File: src/rtl/dpbram_xfer_seq.sv
// DSP<->PL dual-port BRAM transfer sequencer: on DSP interrupt, write a block, wait a
// fixed window for DSP access, read a block back and stream every word out with its index.
module dpbram_xfer_seq #(
    parameter int ADDR_W    = 9,
    parameter int DATA_W    = 16,
    parameter int WR_BASE   = 124,
    parameter int WR_LEN    = 26,
    parameter int RD_BASE   = 0,
    parameter int RD_LEN    = 125,
    parameter int DELAY_CNT = 1458,
    parameter int WAIT_CYC  = 2,
    parameter int CNT_W     = 16
) (
    input  logic              i_clk,
    input  logic              i_rst,
    input  logic              i_en,
    input  logic              i_DSP_intr,
    output logic [ADDR_W-1:0] o_wr_idx,
    input  logic [DATA_W-1:0] i_wr_word,
    output logic [ADDR_W-1:0] o_ram_addr,
    output logic              o_ram_ce,
    output logic              o_ram_we,
    output logic [DATA_W-1:0] o_ram_din,
    input  logic [DATA_W-1:0] i_ram_dout,
    output logic              o_rd_valid,
    output logic [ADDR_W-1:0] o_rd_idx,
    output logic [DATA_W-1:0] o_rd_data,
    output logic              o_delay_end,
    output logic              o_done,
    output logic              o_busy,
    output logic [CNT_W-1:0]  o_drop_cnt,
    output logic [2:0]        o_fsm_state
);

    localparam int PH_W = (WAIT_CYC > 1) ? $clog2(WAIT_CYC) : 1;
    localparam int DC_W = $clog2(DELAY_CNT + 1);

    typedef enum logic [2:0] {
        S_IDLE  = 3'd0,
        S_WRITE = 3'd1,
        S_DELAY = 3'd2,
        S_READ  = 3'd3,
        S_DONE  = 3'd4
    } state_t;

    state_t            state, state_nxt;
    logic [PH_W-1:0]   phase;
    logic [ADDR_W-1:0] idx;
    logic [DC_W-1:0]   dcnt;
    logic              dropped;
    logic              slot_end, slot_st, dly_last;

    assign slot_st  = (state == S_WRITE) || (state == S_READ);
    assign slot_end = slot_st && (phase == PH_W'(WAIT_CYC - 1));
    assign dly_last = (state == S_DELAY) && (dcnt == DC_W'(DELAY_CNT - 1));

    always_comb begin
        state_nxt = state;
        case (state)
            S_IDLE:  if (i_en && i_DSP_intr) state_nxt = S_WRITE;
            S_WRITE: if (slot_end && idx == ADDR_W'(WR_LEN - 1)) state_nxt = S_DELAY;
            S_DELAY: if (dly_last) state_nxt = S_READ;
            S_READ:  if (slot_end && idx == ADDR_W'(RD_LEN - 1)) state_nxt = S_DONE;
            // A drop already seen this sequence releases DONE even if the interrupt came back.
            S_DONE:  if (!i_DSP_intr || dropped) state_nxt = S_IDLE;
            default: state_nxt = S_IDLE;
        endcase
    end

    // RAM controls decode straight from registered state, so a new slot's address
    // appears on the same edge that starts it.
    always_comb begin
        o_busy      = (state == S_WRITE) || (state == S_DELAY) || (state == S_READ);
        o_ram_ce    = slot_st;
        o_ram_we    = (state == S_WRITE);
        o_ram_addr  = ((state == S_READ) ? ADDR_W'(RD_BASE) : ADDR_W'(WR_BASE))
                    + (slot_st ? idx : '0);
        o_wr_idx    = (state == S_WRITE) ? idx : '0;
        o_ram_din   = o_ram_we ? i_wr_word : '0;
        o_delay_end = dly_last;
        o_fsm_state = state;
    end

    always_ff @(posedge i_clk) begin
        if (i_rst) begin
            state      <= S_IDLE;
            phase      <= '0;
            idx        <= '0;
            dcnt       <= '0;
            dropped    <= 1'b0;
            o_drop_cnt <= '0;
            o_rd_valid <= 1'b0;
            o_rd_idx   <= '0;
            o_rd_data  <= '0;
            o_done     <= 1'b0;
        end else begin
            state      <= state_nxt;
            o_rd_valid <= 1'b0;
            o_done     <= 1'b0;

            if (slot_st) phase <= slot_end ? '0 : phase + PH_W'(1);
            else         phase <= '0;

            if (!slot_st)     idx <= '0;
            else if (slot_end) idx <= (state_nxt != state) ? '0 : idx + ADDR_W'(1);

            dcnt <= ((state == S_DELAY) && !dly_last) ? dcnt + DC_W'(1) : '0;

            if (state == S_READ && slot_end) begin
                o_rd_data  <= i_ram_dout;
                o_rd_idx   <= idx;
                o_rd_valid <= 1'b1;
            end
            if (state == S_READ && state_nxt == S_DONE) o_done <= 1'b1;

            if (state == S_IDLE) begin
                dropped <= 1'b0;
            end else if (o_busy && !i_DSP_intr && !dropped) begin
                dropped <= 1'b1;
                if (o_drop_cnt != '1) o_drop_cnt <= o_drop_cnt + CNT_W'(1);
            end
        end
    end

endmodule

File: config.mk
export PLATFORM = sky130hd
export DESIGN_NAME = dpbram_xfer_seq
export DESIGN_NICKNAME = d
export VERILOG_FILES = /design/src/rtl/dpbram_xfer_seq.sv
export SDC_FILE = /design/constraint.sdc
export NUM_CORES = 1
export LEC_CHECK = 0
export BUFFER_PORTS_ARGS = -buffer_cell sky130_fd_sc_hd__buf_2
export CELL_PAD_IN_SITES_DETAIL_PLACEMENT = 0
export CELL_PAD_IN_SITES_GLOBAL_PLACEMENT = 2
export CORE_AREA = 2 2 112 114
export CTS_BUF_LIST = sky130_fd_sc_hd__clkbuf_4 sky130_fd_sc_hd__clkbuf_8
export DETAILED_ROUTE_END_ITERATION = 10
export DIE_AREA = 0 0 114 116
export PLACE_DENSITY_LB_ADDON = 0.1
export SYNTH_ARGS = -nofsm -noshare
export SYNTH_HDL_FRONTEND = slang
export SYNTH_SLANG_ARGS = --single-unit
export TNS_END_PERCENT = 30
File: constraint.sdc
create_clock -name i_clk -period 4.25 [get_ports i_clk]
set_clock_uncertainty 0.05 [all_clocks]
set_input_delay 1.0625 -clock i_clk [delete_from_list [all_inputs] [get_ports i_clk]]
set_output_delay 1.0625 -clock i_clk [all_outputs]
set_load 0.05 [all_outputs]
==> After elaboration in Yosys (flattened, before gate mapping) <==
Cells that the tools add are included.
{ "word_totals": {"in_bits": 36, "word_cells": 64, "register_bits": 68} }
{ "op_classes": {"add_sub_neg": 5, "eq_ne": 10, "n_reduce_logical": 23, "n_mux": 13, "n_bitwise": 3} }
{ "ops": {"columns": ["op", "count"], "rows": [
  ["$mux 9", 3],
  ["$add 16x1->16 const B", 1],
  ["$mux 16", 1],
  ["$ne 16x16->1 const B", 1],
  ["$mux 3", 5],
  ["$pmux 3 s5", 1],
  ["$add 11x1->11 const B", 1],
  ["$eq 11x11->1 const B", 1],
  ["$logic_and 1x1->1", 10],
  ["$add 7x9->9", 1],
  ["$add 9x1->9 const B", 1],
  ["$eq 9x5->1 const B", 1],
  ["$eq 9x7->1 const B", 1],
  ["$mux 7", 1],
  ["$eq 3x2->1 const B", 2],
  ["$eq 3x3->1 const B", 2],
  ["$reduce_or 2->1", 3],
  ["$logic_or 1x1->1", 4],
  ["$eq 3x1->1 const B", 1],
  ["$logic_not 1->1", 3],
  ["$logic_not 3->1", 1],
  ["$ne 3x3->1", 1],
  ["$not 1->1", 3],
  ["$reduce_and 3->1", 1],
  ["other kinds (3)", 4]
]} }

==> Longest topological paths before layout <==
{ "depth": {"ltp_word": 9, "depth_mapped": 14} }

==> Worst setup path after synthesis <==
No wires, ideal clock.
{ "synth_timing": {"kind": "reg-to-output", "start": "register state[2] (netlist: o_fsm_state[2])", "end": "output o_ram_addr[6]", "arrival_ns": 3.719, "path_buffers": 3, "stages_incl_launch_ff": 14, "slack_ns": -0.582, "path_cell_list": "dfxtp_1 clkbuf_1 nand2b_1 buf_2 inv_1 buf_1 and2_1 ha_1 inv_1 fa_1 nor2b_1 o21ai_0 nor2b_1 xnor2_1"} }
{ "synth_via": {"elab_chain_cells": 4} }
{ "synth_rtl": {"columns": ["item", "line", "rtl"], "rows": [
  ["start, declared", "46", "state_t state, state_nxt;"],
  ["start signal, assigned", "97", "state <= state_nxt;"],
  ["$eq 3x1->1 or $eq 3x2->1 (tied branches)", "53", "assign slot_st = (state == S_WRITE) || (state == S_READ);"],
  ["$logic_or 1x1->1 *", "53", null],
  ["via o_ram_ce", "21", "output logic o_ram_ce,"],
  ["$mux 9 *", "77", "+ (slot_st ? idx : '0);"],
  ["$add 7x9->9 *", "77", null],
  ["end, declared", "20", "output logic [ADDR_W-1:0] o_ram_addr,"]
]} }
The timed path passes the listed nets; every way through them passes the cells marked *.

==> Worst setup path in the final report <==
{ "layout_timing": {"start": "register state[2] (netlist: o_fsm_state[2])", "end": "output o_ram_addr[7]"} }
{ "layout_via": {"elab_chain_cells": 4} }
{ "layout_rtl": {"columns": ["item", "line"], "rows": [
  ["$eq 3x1->1 or $eq 3x2->1 (tied branches)", "53, 76"],
  ["$logic_or 1x1->1", "53"],
  ["$mux 9", "77"],
  ["$add 7x9->9 *", "77"]
]} }
Mark *: on every way between the ends. The rest lies on a longest branch, timed or not.

==> summary.md <==
| Metric | Value |
|---|---|
| Status | finished, final reports clean |
| Worst-Margin Slew | 1.024 ns |
| Routed WL per cell | 13.57 um |
| Initial antenna violation count | 0 |
| Via count | 3089 |
| CTS root buf | clkbuf_8 |
| Initial detailed-routing violation count | 106 |
| Seq/Total Area, Yosys | 0.4117 |
| Synth Flop Type | dfxtp_1 |
| Fin cells | 679 |
| Period utilisation layout | 0.9220 |
| WL met3 | 541 um |
| Detail Route Antenna Nets | 0 |
| Largest net degree at the start of global routing | 27 |
| Total track usage | 0.1426 |
| H-tree depth | 3 |
| Nets | 575 |
| Hold Crit Class | flip-flop to flip-flop |
| PortBufs | 119 |
| Synth cell types | 38 |
| Most common cell after layout, fill and taps aside | buf_2 |
| Final setup viols | 0 |
| Vias/cell | around 4.5 |
| Final Cell Area | 4260 um2 |
| Peak Freq | 255.2 MHz |
| Diode count | 0 |
| Die H | around 120 um |
| Max_slew headroom | 0.3153 |
| Synth Register Bits | ~70 |
| Worst Setup Slack, final | 0.3315 ns |
| Post-Route WL | 9.214 mm |
| Layout Area Growth over Synthesis | 28.83% |
| Final core utilization | 0.3577 |
| Fill count | 1318 |
| Critical path data arrival time | between 2 and 3 ns |
| Power density over the cells | roughly 310 nW/um2 |
| Most frequent cells in the layout | 119 x buf_2, 69 x nand2_1, 67 x dfxtp_1 |
| GP Congestion | between 0.7 and 0.8 |
| Post-Route Setup TNS | 0 ns |
| Vias in the first global route | 2807 |
| Post-Syn Area | 3307 um2 |
| Placed inst area | 4050 um2 |
| Slew Viols, Final | 0 |
| R2R depth | 5 |
| Async set-reset flop share out of synthesis | 0 |
| Die X | 114 um |
| Top Layer Used | met4 |
| Critical path launch point type | flip-flop |
| Kind of critical path | flip-flop to primary output |
| Cell total after placement | about 660 |
| Pleak | 1.799 nW |
| Post-place setup slack | 0.6015 ns |
| Clock Tree Buf Depth | 2 |
| CTS Sinks | 68 |
| Hold WS | roughly 0.4 ns |
| Layout cells sized above 1 | 0.2744 |
| Io pins | 120 |
| Hold Vio Cnt, Final | 0 |
| Core area | 11910 um2 |
| Starting Density | 0.2776 |
| Hold path depth | 2 |
| CTS tree | built |
| WL met2 | 4.408 mm |
| Site Rows | 40 |
| Mean Syn Cell Area | 7.892 um2 |
| Crit. End Element | primary output |
| Grt total ovfl | 0 |
| Post-Synthesis Cells | 419 |
| Post-route DRC | 0 |
| TritonCTS buffer count | 9 |
| DRT Pass-1 Iters | 5 |
| Required time worst endpoint | between 3 and 4 ns |
| Synth Warn # | 0 |
| First-pass GRT wire length | roughly 15 mm |
| Max FO, Critical Path | 12 |
| Worst skew pair latency | roughly 0.36 ns |
| RSZ-0062 raised after global routing | no |
| Full die area | 13220 um2 |
| Detailed placement HPWL | 6.703 mm |
| Post-synth EDFFs | 0 |
| Syn_nets | 467 |
| Maximum vdd ir drop | 180.3 uV |
| Hold Buf Count CTS | 0 |
| Clock slew at reported path FFs | 0.07 ns |
| Metal-1 WL | about 4.2 mm |
| Total Power | between 1 and 1.5 mW |
| Crit path time final | slightly below 4 ns |
| Max-cap violations | 0 |
==> cells by family after synthesis <==
kind of cell	share of synthesized area
xor+xnor	0.09270
mux	0.009459
buf+inv	0.04502
flops	0.4117
fa+ha+maj	0.04767
compound gates	0.07908
simple gates	0.3144
==> power breakdown <==
group	leakage, nW	internal [mW]	total, mW	switching, mW
clock	0.106	0.308	0.559	0.252
combinational	1.14	0.0305	0.103	0.0721
sequential	0.548	0.639	0.642	0.00333
total	1.80	0.977	1.30	0.327
==> registers in the layout (all words and copies together), names as in the netlist <==
| register | flops |
|---|---|
| o_rd_data | 16 |
| o_drop_cnt | 16 |
| o_rd_valid | 1 |
| dcnt | 11 |
| o_done | 1 |
| o_rd_idx | 9 |
| phase | 1 |
| dropped | 1 |
| o_fsm_state | 3 |
| idx | 9 |
==> path summary, 6_finish.rpt <==
kind                                endpoint                   startpoint  slack [ns]
setup reg to reg  o_drop_cnt[7]$_SDFFE_PP0P_  o_drop_cnt[11]$_SDFFE_PP0P_        1.88
hold / removal      o_rd_idx[7]$_SDFFE_PP0P_     o_rd_idx[7]$_SDFFE_PP0P_        0.40
setup / recovery               o_ram_addr[7]    o_fsm_state[2]$_SDFF_PP0_        0.33
hold reg to reg     o_rd_idx[7]$_SDFFE_PP0P_     o_rd_idx[7]$_SDFFE_PP0P_        0.40
==> synthesized netlist by cell type (2+ instances only) <==
cell,n,area [um2]
nand3_1,15,75.07
buf_2,2,10.01
clkbuf_1,23,86.33
nor2b_1,4,25.02
and2_1,27,168.9
mux2i_1,2,20.02
nor2_1,55,206.5
inv_1,12,45.04
nand4b_1,3,26.28
o31a_1,2,17.52
and4_1,4,35.03
dfxtp_1,68,1361
and3_1,5,31.28
o21ai_0,4,20.02
xor2_1,11,96.34
nor4_1,9,56.30
ha_1,11,137.6
nor3_1,9,45.04
xnor2_1,24,210.2
nor4b_1,2,17.52
a211oi_1,3,22.52
buf_1,2,7.510
a21oi_1,32,160.2
nand2_1,69,259.0
nand4_1,8,50.05
==> layer usage <==
layer,GRT usage,vias to the layer above
met5,0,-
met4,0.04309,0
met3,0.06224,7
met2,0.2226,54
met1,0.1787,1425
li1,-,1603
==> repair_timing <==
action	in CTS	in global routing
hold endpoints to repair	0	0
setup buffers	0	0
gates resized for setup	0	1
endpoints found under the setup margin	0	1
==> area by class of cell <==
type / count / area (um2) / area share
Timing Repair Buffer: 124 / 633.1 / 0.1486
Sequential cell: 68 / 1363 / 0.3198
Tap cell: 147 / 183.9 / 0.04317
Multi-Input combinational cell: 312 / 1829 / 0.4294
Clock buffer: 12 / 158.9 / 0.03730
Clock inverter: 4 / 47.55 / 0.01116
Inverter: 12 / 45.04 / 0.01057
==> critical path, stage by stage (launching register included) <==
cell and delay [ns]:
dfxtp_2 0.38, nand2b_1 0.17, inv_1 0.20, nand2_1 0.21
ha_1 0.33, a21o_1 0.17, a21oi_1 0.22, o21bai_1 0.11
a21oi_2 0.24, xor2_4 0.15, buf_2 0.27
Power figures use the tool's default switching activity.
